`src/rtl/loader_pkg.sv`:
```
// rtl/loader_pkg.sv - shared types and field-layout constants for the instruction memory loader
// Purpose: loader FSM state encoding plus the default instruction word layout
//          {opcode, a_addr, b_addr, r_addr}, shared with the instruction memory
//          and the decoder.
// Ports:   none (package)
package loader_pkg;

    typedef enum logic [2:0] {
        ST_IDLE  = 3'd0,
        ST_HDR   = 3'd1,
        ST_DATA  = 3'd2,
        ST_WRITE = 3'd3,
        ST_CSUM  = 3'd4,
        ST_DONE  = 3'd5,
        ST_ERR   = 3'd6
    } loader_state_t;

    localparam int DEF_INS_ADDR_WIDTH = 10;
    localparam int DEF_ADDR_WIDTH     = 10;
    localparam int DEF_OPCODE_WIDTH   = 3;

    localparam int INS_WIDTH     = DEF_OPCODE_WIDTH + 3 * DEF_ADDR_WIDTH;
    localparam int BYTES_PER_INS = (INS_WIDTH + 7) / 8;

    // Number of stream bytes needed to carry a word of the given width.
    function automatic int bytes_for_width(input int width);
        return (width + 7) / 8;
    endfunction

endpackage

```
`src/rtl/ins_byte_assembler.sv`:
```
// rtl/ins_byte_assembler.sv - packs a byte stream, MSB first, into instruction words
// Purpose: shifts accepted bytes into a word-wide register and counts them;
//          word_valid pulses together with the handshake of the last byte of a
//          word, and word_data holds the complete word from the next cycle on.
//          Bits of the first byte above WORD_WIDTH shift out and are dropped.
// Ports:
//   clk        in   clock
//   rst        in   asynchronous reset, active-high
//   clear      in   restart byte counting at the first byte of a word
//   byte_valid in   a byte is accepted this cycle
//   byte_data  in   accepted byte
//   word_valid out  this byte completes a word (combinational pulse)
//   word_data  out  assembled word
module ins_byte_assembler
    import loader_pkg::*;
#(
    parameter int WORD_WIDTH = 33
) (
    input  logic                  clk,
    input  logic                  rst,
    input  logic                  clear,
    input  logic                  byte_valid,
    input  logic [7:0]            byte_data,
    output logic                  word_valid,
    output logic [WORD_WIDTH-1:0] word_data
);

    localparam int NBYTES = bytes_for_width(WORD_WIDTH);
    localparam int CNT_W  = (NBYTES > 1) ? $clog2(NBYTES) : 1;
    localparam logic [CNT_W-1:0] LAST_CNT = CNT_W'(NBYTES - 1);

    logic [WORD_WIDTH-1:0] shift_q, shift_d;
    logic [CNT_W-1:0]      cnt_q, cnt_d;

    always_ff @(posedge clk or posedge rst) begin
        if (rst) begin
            shift_q <= '0;
            cnt_q   <= '0;
        end else begin
            shift_q <= shift_d;
            cnt_q   <= cnt_d;
        end
    end

    always_comb begin
        shift_d    = shift_q;
        cnt_d      = cnt_q;
        word_valid = 1'b0;
        if (clear) begin
            cnt_d = '0;
        end else if (byte_valid) begin
            shift_d = {shift_q[WORD_WIDTH-9:0], byte_data};
            if (cnt_q == LAST_CNT) begin
                cnt_d      = '0;
                word_valid = 1'b1;
            end else begin
                cnt_d = cnt_q + 1'b1;
            end
        end
    end

    assign word_data = shift_q;

endmodule

```
`src/rtl/ins_mem_loader.sv`:
```
// rtl/ins_mem_loader.sv - instruction memory loader with processor reset hold
// Purpose: receives a 16-bit count header (MSB first) followed by packed
//          instructions over a byte stream, writes each instruction at
//          consecutive addresses from 0 and releases the processor reset once
//          the whole program is in memory.
// Build option: LOADER_CHECKSUM_EN adds a trailer byte that must equal the XOR
//          of all header and instruction bytes; otherwise the load ends after
//          the last write.
// Ports:
//   clk, rst   clock, asynchronous active-high reset
//   start      pulse to begin a load (ignored while busy)
//   s_data/s_valid/s_ready   byte stream, handshake = s_valid & s_ready
//   ins_waddr/ins_wdata/ins_we  instruction memory write port
//   busy/done/err            load status
//   proc_rstn  processor reset, active-low, released only after a good load
module ins_mem_loader
    import loader_pkg::*;
#(
    parameter int INS_ADDR_WIDTH = 10,
    parameter int ADDR_WIDTH     = 10,
    parameter int OPCODE_WIDTH   = 3
) (
    input  logic                                     clk,
    input  logic                                     rst,
    input  logic                                     start,
    input  logic [7:0]                               s_data,
    input  logic                                     s_valid,
    output logic                                     s_ready,
    output logic [INS_ADDR_WIDTH-1:0]                ins_waddr,
    output logic [OPCODE_WIDTH+3*ADDR_WIDTH-1:0]     ins_wdata,
    output logic                                     ins_we,
    output logic                                     busy,
    output logic                                     done,
    output logic                                     err,
    output logic                                     proc_rstn
);

    localparam int INS_W = OPCODE_WIDTH + 3 * ADDR_WIDTH;
    // A program may fill the whole memory, so the largest legal count is 2**INS_ADDR_WIDTH.
    localparam logic [32:0] MAX_N = 33'd1 << INS_ADDR_WIDTH;

    loader_state_t state_q, state_d;

    logic                      hdr_cnt_q, hdr_cnt_d;
    logic [7:0]                hdr_hi_q, hdr_hi_d;
    logic [INS_ADDR_WIDTH-1:0] idx_q, idx_d;
    logic [INS_ADDR_WIDTH-1:0] last_q, last_d;
`ifdef LOADER_CHECKSUM_EN
    logic [7:0]                csum_q, csum_d;
`endif

    logic             hs;
    logic             start_accept;
    logic [15:0]      hdr_n;
    logic             hdr_done;
    logic             n_zero;
    logic             n_too_big;
    logic             last_write;
    logic             asm_valid;
    logic             word_valid;
    logic [INS_W-1:0] word_data;

    assign hs           = s_valid & s_ready;
    assign start_accept = start & ((state_q == ST_IDLE) | (state_q == ST_DONE) | (state_q == ST_ERR));
    assign hdr_n        = {hdr_hi_q, s_data};
    assign hdr_done     = hs & (state_q == ST_HDR) & hdr_cnt_q;
    assign n_zero       = (hdr_n == 16'd0);
    assign n_too_big    = ({17'd0, hdr_n} > MAX_N);
    // last_q holds N-1; for N = 2**INS_ADDR_WIDTH that is all ones and idx wraps only after it.
    assign last_write   = (idx_q == last_q);
    assign asm_valid    = hs & (state_q == ST_DATA);

    ins_byte_assembler #(
        .WORD_WIDTH (INS_W)
    ) u_asm (
        .clk        (clk),
        .rst        (rst),
        .clear      (start_accept),
        .byte_valid (asm_valid),
        .byte_data  (s_data),
        .word_valid (word_valid),
        .word_data  (word_data)
    );

    // ---------------- state register ----------------
    always_ff @(posedge clk or posedge rst) begin
        if (rst) begin
            state_q <= ST_IDLE;
        end else begin
            state_q <= state_d;
        end
    end

    // ---------------- next-state logic ----------------
    always_comb begin
        state_d = state_q;
        case (state_q)
            ST_IDLE, ST_DONE, ST_ERR: begin
                if (start) state_d = ST_HDR;
            end
            ST_HDR: begin
                if (hdr_done) begin
                    if (n_zero) begin
`ifdef LOADER_CHECKSUM_EN
                        state_d = ST_CSUM;
`else
                        state_d = ST_DONE;
`endif
                    end else if (n_too_big) begin
                        state_d = ST_ERR;
                    end else begin
                        state_d = ST_DATA;
                    end
                end
            end
            ST_DATA: begin
                if (word_valid) state_d = ST_WRITE;
            end
            ST_WRITE: begin
                if (last_write) begin
`ifdef LOADER_CHECKSUM_EN
                    state_d = ST_CSUM;
`else
                    state_d = ST_DONE;
`endif
                end else begin
                    state_d = ST_DATA;
                end
            end
`ifdef LOADER_CHECKSUM_EN
            ST_CSUM: begin
                if (hs) state_d = (s_data == csum_q) ? ST_DONE : ST_ERR;
            end
`endif
            default: state_d = ST_IDLE;
        endcase
    end

    // ---------------- output decode ----------------
    always_comb begin
        s_ready   = 1'b0;
        ins_we    = 1'b0;
        busy      = 1'b0;
        done      = 1'b0;
        err       = 1'b0;
        proc_rstn = 1'b0;
        case (state_q)
            ST_HDR:   begin s_ready = 1'b1; busy = 1'b1; end
            ST_DATA:  begin s_ready = 1'b1; busy = 1'b1; end
            ST_WRITE: begin ins_we  = 1'b1; busy = 1'b1; end
            ST_CSUM:  begin s_ready = 1'b1; busy = 1'b1; end
            ST_DONE:  begin done    = 1'b1; proc_rstn = 1'b1; end
            ST_ERR:   begin err     = 1'b1; end
            default:  ;
        endcase
    end

    assign ins_waddr = idx_q;
    assign ins_wdata = word_data;

    // ---------------- counters and header capture ----------------
    always_ff @(posedge clk or posedge rst) begin
        if (rst) begin
            hdr_cnt_q <= 1'b0;
            hdr_hi_q  <= '0;
            idx_q     <= '0;
            last_q    <= '0;
`ifdef LOADER_CHECKSUM_EN
            csum_q    <= '0;
`endif
        end else begin
            hdr_cnt_q <= hdr_cnt_d;
            hdr_hi_q  <= hdr_hi_d;
            idx_q     <= idx_d;
            last_q    <= last_d;
`ifdef LOADER_CHECKSUM_EN
            csum_q    <= csum_d;
`endif
        end
    end

    always_comb begin
        hdr_cnt_d = hdr_cnt_q;
        hdr_hi_d  = hdr_hi_q;
        idx_d     = idx_q;
        last_d    = last_q;
        if (start_accept) begin
            hdr_cnt_d = 1'b0;
            idx_d     = '0;
        end else begin
            if (hs && (state_q == ST_HDR)) begin
                hdr_cnt_d = ~hdr_cnt_q;
                if (!hdr_cnt_q) hdr_hi_d = s_data;
            end
            if (hdr_done) last_d = INS_ADDR_WIDTH'(hdr_n - 16'd1);
            if (state_q == ST_WRITE) idx_d = idx_q + 1'b1;
        end
    end

`ifdef LOADER_CHECKSUM_EN
    always_comb begin
        csum_d = csum_q;
        if (start_accept) begin
            csum_d = '0;
        end else if (hs && ((state_q == ST_HDR) || (state_q == ST_DATA))) begin
            csum_d = csum_q ^ s_data;
        end
    end
`endif

endmodule

```
`config.mk`:
```
export PLATFORM = sky130hd
export DESIGN_NAME = ins_mem_loader
export DESIGN_NICKNAME = d
export VERILOG_FILES = /design/src/rtl/loader_pkg.sv /design/src/rtl/ins_byte_assembler.sv /design/src/rtl/ins_mem_loader.sv
export SDC_FILE = /design/constraint.sdc
export NUM_CORES = 1
export LEC_CHECK = 0
export BUFFER_PORTS_ARGS = -buffer_cell sky130_fd_sc_hd__buf_4
export CAP_MARGIN = 0
export CORE_ASPECT_RATIO = 0.9
export CORE_MARGIN = 5
export CORE_UTILIZATION = 30
export DETAILED_ROUTE_END_ITERATION = 8
export PLACE_DENSITY = 0.5
export SLEW_MARGIN = 40
export SYNTH_ARGS = -nofsm -noshare
export SYNTH_HDL_FRONTEND = slang
export SYNTH_HIERARCHICAL = 1
export SYNTH_SLANG_ARGS = --single-unit
export TNS_END_PERCENT = 10
```
`constraint.sdc`:
```
create_clock -name clk -period 6.6 [get_ports clk]
set_input_delay 0.99 -clock clk [delete_from_list [all_inputs] [get_ports clk]]
set_output_delay 0.99 -clock clk [all_outputs]
set_load 0.05 [all_outputs]
```
==> results_dict.tcl <==
set metrics [dict create \
    post-route-util_pct 39.0 \
    synthArstFlopShare_pct 100 \
    power_frac_seq_pct 31.1 \
    netlist.area_leader.share_pct 50.2 \
    setup_tns_ps 0 \
    critPathTopFamily "simple AND/OR/NAND/NOR gates" \
    fmax_mhz 359 \
    postSynthCellCount 282 \
    worstPathCellList "nand2b_1 > and3_1 > a21oi_1 > or2_1 > buf_4" \
    core_um2 10900 \
    viasPerCell 4.47 \
    critical_path.startpoint_type "flop" \
    period_minus_slack_ps 2780 \
    end_kind "primary output" \
    cpPeakStageDelay_ps 570 \
    yosysTopAreaCell "dfrtp_1" \
    synth_flop_cell "dfrtp_1" \
    hold_viol 0 \
    grt_pass1_wl_mm 12.3 \
    holdCritStartpoint "hdr_hi_q[6]" \
    status "finished clean" \
    drv_slew 0 \
    synth.most_common_cell "dfrtp_1" \
    path_clk_slew_ps 60 \
    clk_path_buf_depth 2 \
    hold_depth 1 \
    synth_edf_count 0 \
    power.density_nw_per_um2 522 \
    setup_violations 0 \
    drt_iter0_drc 180 \
    critical_path_arrival_ps 1790 \
    p_comb_share_pct 45.6 \
    rsz0062_at_grt "false" \
    critPathBufInv 1 \
    start_util_pct 30.9 \
    htreeDepth 3 \
    skew_ps 6.12 \
    r2r_end "u_asm/word_data[31]" \
    die-area_um2 13500 \
    hold_path.class "flop to flop" \
    fillers 1056 \
    finalWeightedCongestion 0.788 \
    crit_required_ps 5610 \
    clockRootBuffer "clkbuf_16" \
    clock-sinks 68 \
    multiInputGateArea_um2 1550 \
    clock_latency_ps 330 \
    yosys-top-cells-area "dfrtp_1 50%, mux2_4 13%, xnor2_1 5.2%, nand2_1 2.9%, mux2_1 2.7%" \
    yosysWarningCount 6 \
    cts_hold_buf 0 \
    pwr-share-clk_pct 23.3 \
    timing.rr.start "state_q[1]" \
    p_leak_nw 1.99 \
    min_to "hdr_hi_q[6]" \
    switchingPower_mw 0.964 \
    maxCapViolations 0 \
    firstDrtPassIters 4 \
    slew-limit-headroom_pct 51.4 \
    antenna_cells 0 \
    synth_area_per_cell_um2 12.0 \
    worstMarginPinSlew_ps 726 \
    worst-r2r-cell-count 6 \
    ys_ff_latch 68 \
    grt_pass1_vias 2326 \
    cts_tree "yes" \
    layout.nets 361 \
    layout.area.seq_um2 1700 \
    post_drt_wl_per_cell_um 14.4 \
    cts-resized-gates 0 \
    rows 36 \
    p_int_mw 1.26 \
    ys_types 47 \
    grt_use_total_pct 11.3 \
    ant_nets 0 \
    cp_max_fo 13 \
    peakVddDrop_v 0.000296 \
    crit_type "flop to primary output" \
    num_vias 2239 \
    portBuffers 60 \
    yosys-top-cells-count "68 x dfrtp_1, 29 x mux2_4, 26 x nand2_1, 21 x nor2_1, 20 x xnor2_1" \
    fp.dieH_um 111 \
    antenna_found_initial 0 \
    r2r_slack_ps 3930 \
    die_x_um 122 \
    cts_buffers 9 \
    drc 0 \
    place_hpwl_mm 5.38 \
    num_io_pins 61 \
    area_growth_syn_to_layout_pct 26.1 \
    syn_nets 299 \
    period_share_pct 42.2 \
    gr-total-overflow 0 \
    drive_gt1_share_pct 34.4 \
    post_cts.repair.setup_buffers 0 \
    wl_mm 7.23 \
    crit_slowest_cell "dfrtp_1" \
    ys_seq_area_share_pct 50.2 \
    grt_max_degree 34 \
    mappedNetlistArea_um2 3390 \
    switching_share_pct 43.3 \
]
-- layout by cell type (no fill, tap or decap), drive strengths merged, types with 2 or more instances in the layout --
master   n
dfrtp   68
nor4     3
nand2   26
ha       5
xor2     7
clkinv   2
o21ai   13
nor3     3
and3     6
nand3    4
and3b    2
mux2i    3
mux2    41
nor2    23
nand4    4
a21o     2
and2     3
inv     10
a21oi    7
xnor2   20
nand2b   5
o21a     3
clkbuf   9
buf     63
bufinv   2
-- worst register-to-register path, cell delays in order, from the launching register on --
cell      delay (ps)
dfrtp_1          510
nand2b_1         260
nor2_1           200
o21a_1           460
nand2b_2         230
buf_4            480
mux2_2           410
-- layout make-up --
type / count / share of cell area [%]
tap: 152 / 4.45
clock buffer: 9 / 5.27
inverter: 8 / 0.703
clock inverter: 7 / 2.31
multi-input combinational: 194 / 36.3
timing repair buffer: 63 / 11.1
sequential: 68 / 39.8
-- worst max-delay path by stage --
| stage | start | end | slack [ps] | cells after the start |
|---|---|---|---|---|
| floorplan | state_q[1] | busy | 3530 | 5 |
| global placement | start | u_asm/word_data[28] | 3830 | 5 |
| detailed placement | start | u_asm/word_data[29] | 3790 | 5 |
| CTS | state_q[1] | busy | 3820 | 5 |
| global route | state_q[1] | busy | 3670 | 5 |
| finish | state_q[1] | busy | 3820 | 5 |
-- power by group through the flow --
stage          combinational [mW]  clock [mW]  sequential, mW
5_1_grt                      1.07       0.548           0.718
3_5_place_dp                 1.03           0           0.702
2_1_floorplan               0.334           0            1.10
3_3_place_gp                 1.02           0           0.703
4_1_cts                      1.03       0.530           0.699
6_report                     1.02       0.519           0.694
-- metrics by stage --
stage / setup slack, ps / power [mW] / hold slack [ps] / cells / instance area (µm²)
final: 3820 / 2.23 / 480 / 501 / 4270
after global routing: 3670 / 2.33 / 515 / 501 / 4270
after CTS: 3820 / 2.26 / 483 / 501 / 4270
after detailed placement: 3790 / 1.73 / 470 / 485 / 3950
after global placement: 3830 / 1.72 / 462 / 485 / 3950
after floorplan: 3530 / 1.43 / 448 / 282 / 3390
-- layer usage --
| layer | up-vias | routed length [µm] | GRT usage [%] |
|---|---|---|---|
| met3 | 14 | 228 | 2.81 |
| met5 | - | 0 | 0 |
| met1 | 1086 | 3430 | 15.1 |
| li1 | 1103 | - | - |
| met4 | 0 | 144 | 4.63 |
| met2 | 36 | 3430 | 17.5 |
-- sequential cells by signal, summed over array words and instances (netlist names) --
signal           flops
ins_waddr           10
state_q              3
last_q              10
hdr_hi_q             8
u_asm/word_data     33
u_asm/cnt_q          3
hdr_cnt_q            1
-- logic make-up after synthesis --
family	Yosys count	share of synthesized area, %
AND/OR/NAND/NOR	88	13.6
multiplexers	44	17.7
XOR/XNOR	27	6.98
adder cells (fa/ha/maj)	5	1.85
flip-flops	68	50.2
buffers and inverters	20	4.03
AO/OA/AOI/OAI	30	5.62
No activity file was read; power rests on OpenSTA's default activity.
